File: src/rtl/al_accel_pkg.sv
// Shared definitions for the input-buffer scan sequencer and its fetch unit.
package al_accel_pkg;

    localparam int unsigned ADDR_W    = 16;
    localparam int unsigned CFG_W     = 8;
    localparam int unsigned DATA_W    = 32;
    localparam int unsigned SHIFT_LEN = 4;
    localparam int unsigned SH_W      = $clog2(SHIFT_LEN);

    typedef enum logic [2:0] {
        ST_IDLE,
        ST_START,
        ST_SHIFT,
        ST_STEP,
        ST_DOWN,
        ST_SWAP,
        ST_FIN
    } state_t;

    typedef logic [1:0] bank_t;

    localparam bank_t BANK_1 = 2'd1;
    localparam bank_t BANK_2 = 2'd2;
    localparam bank_t BANK_3 = 2'd3;

    // One-hot write strobe for a bank code (bank 1 -> bit 0).
    function automatic logic [2:0] bank_strb(input bank_t b);
        logic [2:0] s;
        s = '0;
        case (b)
            BANK_1:  s = 3'b001;
            BANK_2:  s = 3'b010;
            BANK_3:  s = 3'b100;
            default: s = '0;
        endcase
        return s;
    endfunction

endpackage

File: src/rtl/al_accel_ibuf_fetch.sv
// Single-outstanding memory read unit with a running row-base accumulator.
module al_accel_ibuf_fetch
    import al_accel_pkg::*;
(
    input  logic              clk,
    input  logic              reset,
    input  logic              enb,
    input  logic              req,
    input  logic              row_load,
    input  logic [ADDR_W-1:0] row_load_val,
    input  logic [CFG_W-1:0]  col,
    input  logic [CFG_W-1:0]  cfg_w,
    output logic              mem_rreq,
    output logic [ADDR_W-1:0] mem_raddr,
    input  logic              mem_rvalid,
    input  logic [DATA_W-1:0] mem_rdata,
    output logic              ack,
    output logic [DATA_W-1:0] ibuf_di,
    output logic              ibuf_ld_wrn
);

    logic [ADDR_W-1:0] row_q, row_d;

    // Request/address decode; the address only moves on an accepted word.
    always_comb begin
        mem_rreq    = req;
        mem_raddr   = row_q + ADDR_W'(col);
        ack         = req & mem_rvalid & enb;
        ibuf_ld_wrn = ack;
        ibuf_di     = ack ? mem_rdata : '0;
    end

    // Row base: reload at the top of a fetch group, advance one row per word.
    always_comb begin
        row_d = row_q;
        if (enb) begin
            if (row_load) begin
                row_d = row_load_val;
            end else if (ack) begin
                row_d = row_q + ADDR_W'(cfg_w);
            end
        end
    end

    // Row base register.
    always_ff @(posedge clk) begin
        if (reset) begin
            row_q <= '0;
        end else begin
            row_q <= row_d;
        end
    end

endmodule

File: src/rtl/al_accel_ibuf_seq.sv
// Serpentine 3-row band scanner feeding the convolution input buffer.
module al_accel_ibuf_seq
    import al_accel_pkg::*;
(
    input  logic              clk,
    input  logic              reset,
    input  logic              enb,
    input  logic              start,
    input  logic [ADDR_W-1:0] cfg_base,
    input  logic [CFG_W-1:0]  cfg_w,
    input  logic [CFG_W-1:0]  cfg_h,
    output logic              mem_rreq,
    output logic [ADDR_W-1:0] mem_raddr,
    input  logic              mem_rvalid,
    input  logic [DATA_W-1:0] mem_rdata,
    output logic [DATA_W-1:0] ibuf_di,
    output logic              ibuf_ld_wrn,
    output logic [1:0]        ibuf_bank_sel,
    output logic              ibuf_di_revert,
    output logic [2:0]        ibuf_conv_wstrb,
    output logic              ibuf_conv_fi_load,
    output logic              ibuf_conv_se_load,
    output logic              win_valid,
    output logic              busy,
    output logic              done
);

    state_t            state_q, state_d;
    logic [CFG_W-1:0]  r_q, r_d;
    logic [CFG_W-1:0]  col_q, col_d;
    logic [1:0]        k_q, k_d;
    logic [SH_W-1:0]   sh_q, sh_d;
    logic              revert_q, revert_d;
    logic [ADDR_W-1:0] band_q, band_d;
    logic [CFG_W-1:0]  cfg_w_q, cfg_w_d;
    logic [CFG_W-1:0]  cfg_h_q, cfg_h_d;

    logic              fetch_req;
    logic              fetch_ack;
    logic              row_load;
    logic [ADDR_W-1:0] row_load_val;
    logic              more_col;
    logic              more_row;
    bank_t             bank;

    al_accel_ibuf_fetch u_fetch (
        .clk          (clk),
        .reset        (reset),
        .enb          (enb),
        .req          (fetch_req),
        .row_load     (row_load),
        .row_load_val (row_load_val),
        .col          (col_q),
        .cfg_w        (cfg_w_q),
        .mem_rreq     (mem_rreq),
        .mem_raddr    (mem_raddr),
        .mem_rvalid   (mem_rvalid),
        .mem_rdata    (mem_rdata),
        .ack          (fetch_ack),
        .ibuf_di      (ibuf_di),
        .ibuf_ld_wrn  (ibuf_ld_wrn)
    );

    // Band geometry: another column in the scan direction, another row below.
    always_comb begin
        more_col = revert_q ? (col_q != '0)
                            : ({1'b0, col_q} + 9'd1 < {1'b0, cfg_w_q});
        more_row = ({1'b0, r_q} + 9'd3 < {1'b0, cfg_h_q});
    end

    // State-decoded outputs.
    always_comb begin
        fetch_req         = (state_q == ST_START) || (state_q == ST_STEP) || (state_q == ST_DOWN);
        bank              = BANK_1;
        case (state_q)
            ST_START, ST_STEP: bank = bank_t'(k_q + 2'd1);
            ST_DOWN:           bank = BANK_3;
            default:           bank = BANK_1;
        endcase
        ibuf_bank_sel     = bank;
        ibuf_conv_wstrb   = (ibuf_ld_wrn && (state_q == ST_STEP || state_q == ST_DOWN))
                            ? bank_strb(bank) : '0;
        ibuf_di_revert    = revert_q;
        win_valid         = (state_q == ST_SHIFT);
        ibuf_conv_fi_load = (state_q == ST_SWAP);
        ibuf_conv_se_load = (state_q == ST_SWAP);
        busy              = (state_q != ST_IDLE);
        done              = (state_q == ST_FIN);
    end

    // Next-state and counter updates; nothing advances while enb is low.
    always_comb begin
        state_d      = state_q;
        r_d          = r_q;
        col_d        = col_q;
        k_d          = k_q;
        sh_d         = sh_q;
        revert_d     = revert_q;
        band_d       = band_q;
        cfg_w_d      = cfg_w_q;
        cfg_h_d      = cfg_h_q;
        row_load     = 1'b0;
        row_load_val = band_q;
        if (enb) begin
            case (state_q)
                ST_IDLE: begin
                    if (start) begin
                        cfg_w_d = cfg_w;
                        cfg_h_d = cfg_h;
                        if (cfg_h < 8'd3 || cfg_w == '0) begin
                            state_d = ST_FIN;
                        end else begin
                            state_d      = ST_START;
                            r_d          = '0;
                            col_d        = '0;
                            k_d          = '0;
                            sh_d         = '0;
                            revert_d     = 1'b0;
                            band_d       = cfg_base;
                            row_load     = 1'b1;
                            row_load_val = cfg_base;
                        end
                    end
                end
                ST_START, ST_STEP: begin
                    if (fetch_ack) begin
                        if (k_q == 2'd2) begin
                            k_d     = '0;
                            sh_d    = '0;
                            state_d = ST_SHIFT;
                        end else begin
                            k_d = k_q + 2'd1;
                        end
                    end
                end
                ST_SHIFT: begin
                    sh_d = sh_q + SH_W'(1);
                    if (sh_q == SH_W'(SHIFT_LEN - 1)) begin
                        sh_d = '0;
                        if (more_col) begin
                            state_d  = ST_STEP;
                            col_d    = revert_q ? col_q - 8'd1 : col_q + 8'd1;
                            k_d      = '0;
                            row_load = 1'b1;
                        end else if (more_row) begin
                            // Accumulator already sits at row r+3 after the last group.
                            state_d = ST_DOWN;
                        end else begin
                            state_d = ST_FIN;
                        end
                    end
                end
                ST_DOWN: begin
                    if (fetch_ack) begin
                        state_d = ST_SWAP;
                    end
                end
                ST_SWAP: begin
                    r_d      = r_q + 8'd1;
                    revert_d = ~revert_q;
                    band_d   = band_q + ADDR_W'(cfg_w_q);
                    sh_d     = '0;
                    state_d  = ST_SHIFT;
                end
                ST_FIN: begin
                    state_d = ST_IDLE;
                end
                default: begin
                    state_d = ST_IDLE;
                end
            endcase
        end
    end

    // State and counter registers.
    always_ff @(posedge clk) begin
        if (reset) begin
            state_q  <= ST_IDLE;
            r_q      <= '0;
            col_q    <= '0;
            k_q      <= '0;
            sh_q     <= '0;
            revert_q <= 1'b0;
            band_q   <= '0;
            cfg_w_q  <= '0;
            cfg_h_q  <= '0;
        end else begin
            state_q  <= state_d;
            r_q      <= r_d;
            col_q    <= col_d;
            k_q      <= k_d;
            sh_q     <= sh_d;
            revert_q <= revert_d;
            band_q   <= band_d;
            cfg_w_q  <= cfg_w_d;
            cfg_h_q  <= cfg_h_d;
        end
    end

endmodule

File: config.mk
export PLATFORM = sky130hd
export DESIGN_NAME = al_accel_ibuf_seq
export DESIGN_NICKNAME = d
export VERILOG_FILES = /design/src/rtl/al_accel_pkg.sv /design/src/rtl/al_accel_ibuf_fetch.sv /design/src/rtl/al_accel_ibuf_seq.sv
export SDC_FILE = /design/constraint.sdc
export NUM_CORES = 1
export LEC_CHECK = 0
export CAP_MARGIN = 0
export CORE_AREA = 3 3 106 129
export DETAILED_ROUTE_END_ITERATION = 7
export DIE_AREA = 0 0 109 132
export MAX_ROUTING_LAYER = met4
export PLACE_DENSITY = 0.75
export SYNTH_ARGS = -nofsm -noshare
export SYNTH_HDL_FRONTEND = slang
export SYNTH_SLANG_ARGS = --single-unit
File: constraint.sdc
create_clock -name clk -period 2.7 [get_ports clk]
set_clock_uncertainty 0.2 [all_clocks]
set_input_delay 0.405 -clock clk [delete_from_list [all_inputs] [get_ports clk]]
set_output_delay 0.405 -clock clk [all_outputs]
set_load 0.01 [all_outputs]
==> impl_metrics.csv, run 1 <==
group,metric,value,unit
status,run_status,"complete, but fails checks",
status,violations,"setup timing",
drt,via_count,6743,
placement,dpl_cell_area,8110,um^2
critical_path,reg2reg_depth,13,
timing,rsz0062_at_grt,"true",
timing,finalCritPeriodShare,113,%
global_routing,overflow,0,
drt,ant_nets,0,
timing,max_slew_margin,55.7,%
drt,routed_wl,20700,um
timing,finalSetupViolCount,39,
critical_path,r2r-start,"col_q[1]",
timing,max_freq,0.329,GHz
die,coreArea,12600,um^2
die,die_w,109,um
drt,drt_iter0_drc,465,
finish,fillers,924,
global_routing,antenna_found_initial,0,
power,ir_drop,0.000390,V
cts,clock-sinks,72,
cts,root_buffer,"clkbuf_16",
logic_synthesis,synth.distinct_cells,76,
critical_path,r2r_slack,-0.34,ns
logic_synthesis,syn-cell-area,5870,um^2
logic_synthesis,ys_seq_area_share,24.6,%
critical_path,crit_start,"col_q[1]",
critical_path,criticalPathCategory,"reg -> reg",
drt,wl_per_cell,18.0,um
drt,firstDrtPassIters,5,
cts,clk_path_buf_depth,2,
critical_path,cp-end-kind,"flop",
placement,place_congestion,0.933,
die,start_util,46.7,%
global_routing,grtUsageTotal,28.3,%
finish,num-nets-final,1107,
hold_path,hold_class,"reg -> reg",
timing,fin_crit,3.04,ns
drt,drc,0,
placement,dp_hpwl,15000,um
logic_synthesis,yosysWarnings,0,
cts,htreeDepth,3,
die,io_pins,130,
logic_synthesis,synth_edf_count,0,
die,die_h,132,um
logic_synthesis,syn_avg_cell_area,7.84,um^2
global_routing,grt_pass1_wl,31800,um
critical_path,cp.required,2.78,ns
cts,tritoncts,"built",
global_routing,grt_pass1_vias,6592,
finish,area_delta_synth_final,53.3,%
critical_path,critical_path.endpoint,"u_fetch.row_q[13]",
logic_synthesis,syn_inst,748,
cts,cts_buffers,9,
timing,tightest_slew,0.662,ns
critical_path,path_max_fanout,5,
critical_path,start_kind,"flop",
timing,hold_slack,0.253,ns
placement,port_buffers,129,
logic_synthesis,synthArstFlopShare,0,%
critical_path,regToRegEndpoint,"u_fetch.row_q[13]",
timing,drv_slew,0,
timing,fin_tns_setup,-9.48,ns
cts,path_clk_slew,0.06,ns
logic_synthesis,syn-num-nets,873,
power,power_density,411,nW/um^2
finish,diodes,0,
power,leakage,4.01,nW
timing,setup_slack,-0.340,ns
power,p_total,0.00370,W
finish,layout-drive-gt1-share,27.2,%
cts,insertion_delay,0.35,ns
logic_synthesis,synth_seq_cells,72,
drt,via_per_inst,5.86,
global_routing,grt_max_degree,26,
placement,dp_cells,1116,
critical_path,cp.arrival,3.12,ns
logic_synthesis,synth_flop_cell,"dfxtp_1",
finish,fin_area,8990,um^2
die,die_area,14400,um^2
die,rows,45,
timing,hold_viol,0,
job,max-cap-violations,0,
finish,final_cells,1151,
-- critical path, cell delays in order, from the launching register on --
cell,delay (ns)
dfxtp_4,0.36
buf_12,0.13
ha_4,0.16
buf_4,0.12
buf_4,0.12
xor2_1,0.15
ha_1,0.31
a21oi_1,0.09
a211o_4,0.36
and4_4,0.19
o21a_4,0.23
buf_6,0.14
a221o_1,0.32
a21oi_2,0.10
-- synthesized netlist by cell type, types with 4 or more instances --
cell      number  area, um^2
a211o_1        6        52.6
a211oi_1      20         150
a21o_1        11        82.6
a21oi_1       66         330
a221oi_1       6        52.6
a22o_1         8        70.1
a31oi_1        8        50.1
and2_1        36         225
and3_1        11        68.8
buf_2          9        45.0
clkbuf_1      18        67.6
dfxtp_1       72        1440
fa_1           4        80.1
ha_1          52         651
inv_1         40         150
mux2i_1       14         140
nand2_1       71         267
nand2b_1       8        50.1
nand3_1       25         125
nand4_1        7        43.8
nor2_1        52         195
nor2b_1       12        75.1
nor3_1        12        60.1
nor3b_1        4        30.0
nor4_1         4        25.0
o21a_1        11        82.6
o21ai_0       30         150
o22ai_1        5        31.3
or2_2          4        25.0
xnor2_1       32         280
xor2_1        17         149
-- placed cells by master, fill, tap and decap left out, types with 10 or more instances in the layout --
cell type	netlist	final
buf_6	1	16
buf_2	9	11
ha_1	52	48
a211oi_2	0	12
a21oi_1	66	54
and2_1	36	34
nor2_1	52	46
mux2i_1	14	14
nand3_1	25	18
buf_4	3	108
dlygate4sd2_1	0	27
dfxtp_1	72	67
o21a_1	11	10
nor3_1	12	12
nand2_1	71	66
xor2_1	17	17
clkdlybuf4s50_1	0	79
o21ai_0	30	27
a21o_1	11	11
inv_1	40	38
xnor2_1	32	28
-- metrics by stage --
step	utilization, %	worst slack (ns)
2_1_floorplan	-	0.0137
3_3_place_gp	64.6	-0.443
3_5_place_dp	64.6	-0.583
4_1_cts	69.7	-0.330
5_1_grt	71.6	-0.437
6_report	71.6	-0.340
-- cell type report --
class                           count  area, um^2  share of cell area, %
Clock buffer                       10         239                   2.66
Clock inverter                      6        43.8                  0.487
Inverter                           42         160                   1.78
Multi-Input combinational cell    600        4630                   51.5
Sequential cell                    72        1460                   16.2
Tap cell                          164         205                   2.28
Timing Repair Buffer              257        2260                   25.1
-- worst min-delay path by stage --
stage,end,cells past startpoint,from
3_3_place_gp,cfg_h_q[1],2,cfg_h_q[1]
2_1_floorplan,cfg_h_q[1],2,cfg_h_q[1]
6_report,cfg_h_q[6],2,cfg_h_q[6]
3_5_place_dp,cfg_h_q[6],2,cfg_h_q[6]
4_1_cts,u_fetch.row_q[10],2,reset
5_1_grt,cfg_h_q[6],2,cfg_h_q[6]
-- cell families after synthesis --
group	synth area share [%]
adders and majority gates	12.5
and+or+nand+nor	23.5
AOI/OAI and AO/OA	24.0
DFF	24.6
muxes	2.77
buffers and inverters	5.37
xor gates and xnor gates	7.31
-- routing by layer --
metal / vias to the layer above / part of all wire, % / global-route usage (%)
li1: 3153 / - / -
met1: 3177 / 38 / 31.4
met2: 345 / 49 / 48.1
met3: 68 / 8.3 / 5.19
met4: 0 / 4.6 / 13.4
met5: - / 0 / -
-- sequential cells by signal, indices dropped and copies added, names as in the netlist --
register        flops
r_q                 8
cfg_w_q             8
cfg_h_q             8
k_q                 2
state_q             3
band_q             16
u_fetch.row_q      16
ibuf_di_revert      1
sh_q                2
col_q               8
-- report_power, final --
part	internal (W)	switching [W]	total (W)
logic	0.000661	0.000671	0.00133
registers	0.00114	0.0000790	0.00122
clock network	0.000649	0.000498	0.00115
total	0.00245	0.00125	0.00370
-- repair_timing --
action                     CTS  global route
setup buffers               16             5
hold buffers                 0             0
pin swaps                   49            38
gates cloned                 2             0
setup endpoints to repair   78            65
gates resized for setup    154            68
Power figures use the tool's default switching activity.
==> run 2: changes to the inputs <==
--- a/config.mk
+++ b/config.mk
@@ -6,9 +6,9 @@
 export NUM_CORES = 1
 export LEC_CHECK = 0
 export CAP_MARGIN = 0
-export CORE_AREA = 3 3 106 129
+export CORE_AREA = 2 2 105 128
 export DETAILED_ROUTE_END_ITERATION = 7
-export DIE_AREA = 0 0 109 132
+export DIE_AREA = 0 0 107 130
 export MAX_ROUTING_LAYER = met4
 export PLACE_DENSITY = 0.75
 export SYNTH_ARGS = -nofsm -noshare
==> impl_metrics.csv, run 2 (synthesized netlist as in run 1, its figures left out) <==
group,metric,value,unit
drt,drt_iter0_drc,392,
critical_path,start_kind,"flop",
status,violations,"setup timing",
cts,tritoncts,"built",
finish,diodes,0,
timing,drv_slew,0,
die,die_area,13900,um^2
critical_path,criticalPathCategory,"reg -> reg",
die,die_h,130,um
cts,clock-sinks,72,
finish,layout-drive-gt1-share,25.4,%
placement,dp_cells,1121,
drt,routed_wl,19100,um
power,ir_drop,0.000346,V
status,run_status,"complete, but fails checks",
hold_path,hold_class,"in -> reg",
critical_path,r2r-start,"col_q[1]",
timing,max_slew_margin,55.0,%
global_routing,overflow,0,
die,io_pins,130,
global_routing,grtUsageTotal,27.5,%
cts,cts_buffers,9,
power,power_density,416,nW/um^2
job,max-cap-violations,0,
cts,cts_hold_buf,0,
critical_path,path_max_fanout,5,
timing,finalSetupViolCount,38,
timing,max_freq,0.326,GHz
cts,clk_path_buf_depth,2,
finish,final_cell_mix,"111 x buf_4, 80 x clkdlybuf4s50_1, 66 x nand2_1, 65 x dfxtp_1, 54 x a21oi_1",
placement,dp_hpwl,13800,um
cts,root_buffer,"clkbuf_16",
global_routing,grt_pass1_wl,29700,um
hold_path,hp-start,"reset",
critical_path,r2r_slack,-0.37,ns
placement,pre_cts_slack,-0.562,ns
cts,insertion_delay,0.34,ns
placement,port_buffers,129,
placement,place_congestion,0.910,
timing,rsz0062_at_grt,"true",
timing,fin_crit,3.07,ns
drt,firstDrtPassIters,5,
power,leakage,4.01,nW
critical_path,cp.arrival,3.07,ns
critical_path,crit_start,"col_q[1]",
drt,wl_per_cell,16.5,um
drt,via_per_inst,5.66,
die,coreArea,12800,um^2
timing,hold_viol,0,
drt,drc,0,
cts,path_clk_slew,0.06,ns
die,die_w,107,um
drt,ant_nets,0,
timing,tightest_slew,0.668,ns
finish,num-nets-final,1106,
global_routing,antenna_found_initial,0,
die,rows,46,
finish,final_cells,1154,
finish,area_delta_synth_final,51.2,%
global_routing,grt_max_degree,35,
finish,fillers,1050,
cts,htreeDepth,3,
critical_path,cp-end-kind,"flop",
drt,via_count,6537,
finish,top_regs,"band_q x16, u_fetch.row_q x16",
timing,setup_slack,-0.367,ns
finish,final_common_cell,"buf_4",
timing,finalCritPeriodShare,114,%
die,start_util,45.7,%
critical_path,cp.required,2.71,ns
global_routing,grt_pass1_vias,6156,
-- run 2: path summary, 6_finish.rpt --
check | depth (start not counted) | endpoint
setup / recovery | 16 | u_fetch.row_q[4]
hold / removal | 2 | u_fetch.row_q[10]
setup reg to reg | 16 | u_fetch.row_q[4]
hold reg to reg | 2 | cfg_h_q[1]
-- run 2: layer usage --
| layer | share of wire [%] | vias up | GRT usage, % | wire (um) |
|---|---|---|---|---|
| li1 | - | 3153 | - | - |
| met5 | 0 | - | - | 0 |
| met4 | 3.6 | 0 | 10.6 | 677 |
| met3 | 7.6 | 60 | 5.39 | 1440 |
| met2 | 51 | 272 | 49.5 | 9700 |
| met1 | 38 | 3052 | 29.9 | 7230 |
-- run 2: critical path: stages (launching register included) --
cell	delay, ns
dfxtp_4	0.36
buf_6	0.12
ha_4	0.16
nand3_4	0.09
nor2_4	0.05
xor2_2	0.14
ha_1	0.35
nand3_2	0.11
o221ai_2	0.18
a31oi_1	0.08
buf_4	0.17
and4_4	0.17
o21a_4	0.23
buf_4	0.14
buf_6	0.12
a221oi_4	0.20
a211oi_2	0.05
-- run 2: final cells by class --
type | instances | area, um^2 | area share [%]
repair buffers | 256 | 2220 | 25.1
clock inverters | 5 | 56.3 | 0.635
inverters | 42 | 158 | 1.78
multi-input cells | 600 | 4530 | 51.0
clock buffers | 11 | 243 | 2.74
flip-flops and latches | 72 | 1460 | 16.4
well taps | 168 | 210 | 2.37
-- run 2: through the flow --
step                      area (um^2)  util (%)  setup TNS [ns]  total power, W  hold WS [ns]
after floorplan                  5920         -               0         0.00184         0.236
after global placement           8110      63.2          -11.23         0.00235         0.246
after detailed placement         8110      63.2          -13.62         0.00237         0.248
after CTS                        8640      67.4           -9.07         0.00361         0.197
after global routing             8870      69.1          -13.51         0.00386         0.219
final                            8870      69.1           -9.84         0.00369         0.204
-- run 2: report_power, final --
group | total [W] | leakage, nW | internal [W] | switching (W)
Clock | 0.00121 | 0.145 | 0.000739 | 0.000471
Combinational | 0.00127 | 3.28 | 0.000636 | 0.000629
Sequential | 0.00121 | 0.590 | 0.00114 | 0.0000760
Total | 0.00369 | 4.01 | 0.00251 | 0.00118
-- run 2: what timing repair did --
action / 4_1_cts / 5_1_grt
buffers inserted: 10 / 8
pin swaps: 50 / 35
endpoints found under the setup margin: 77 / 50
gates resized for setup: 140 / 42
cloned: 1 / 0
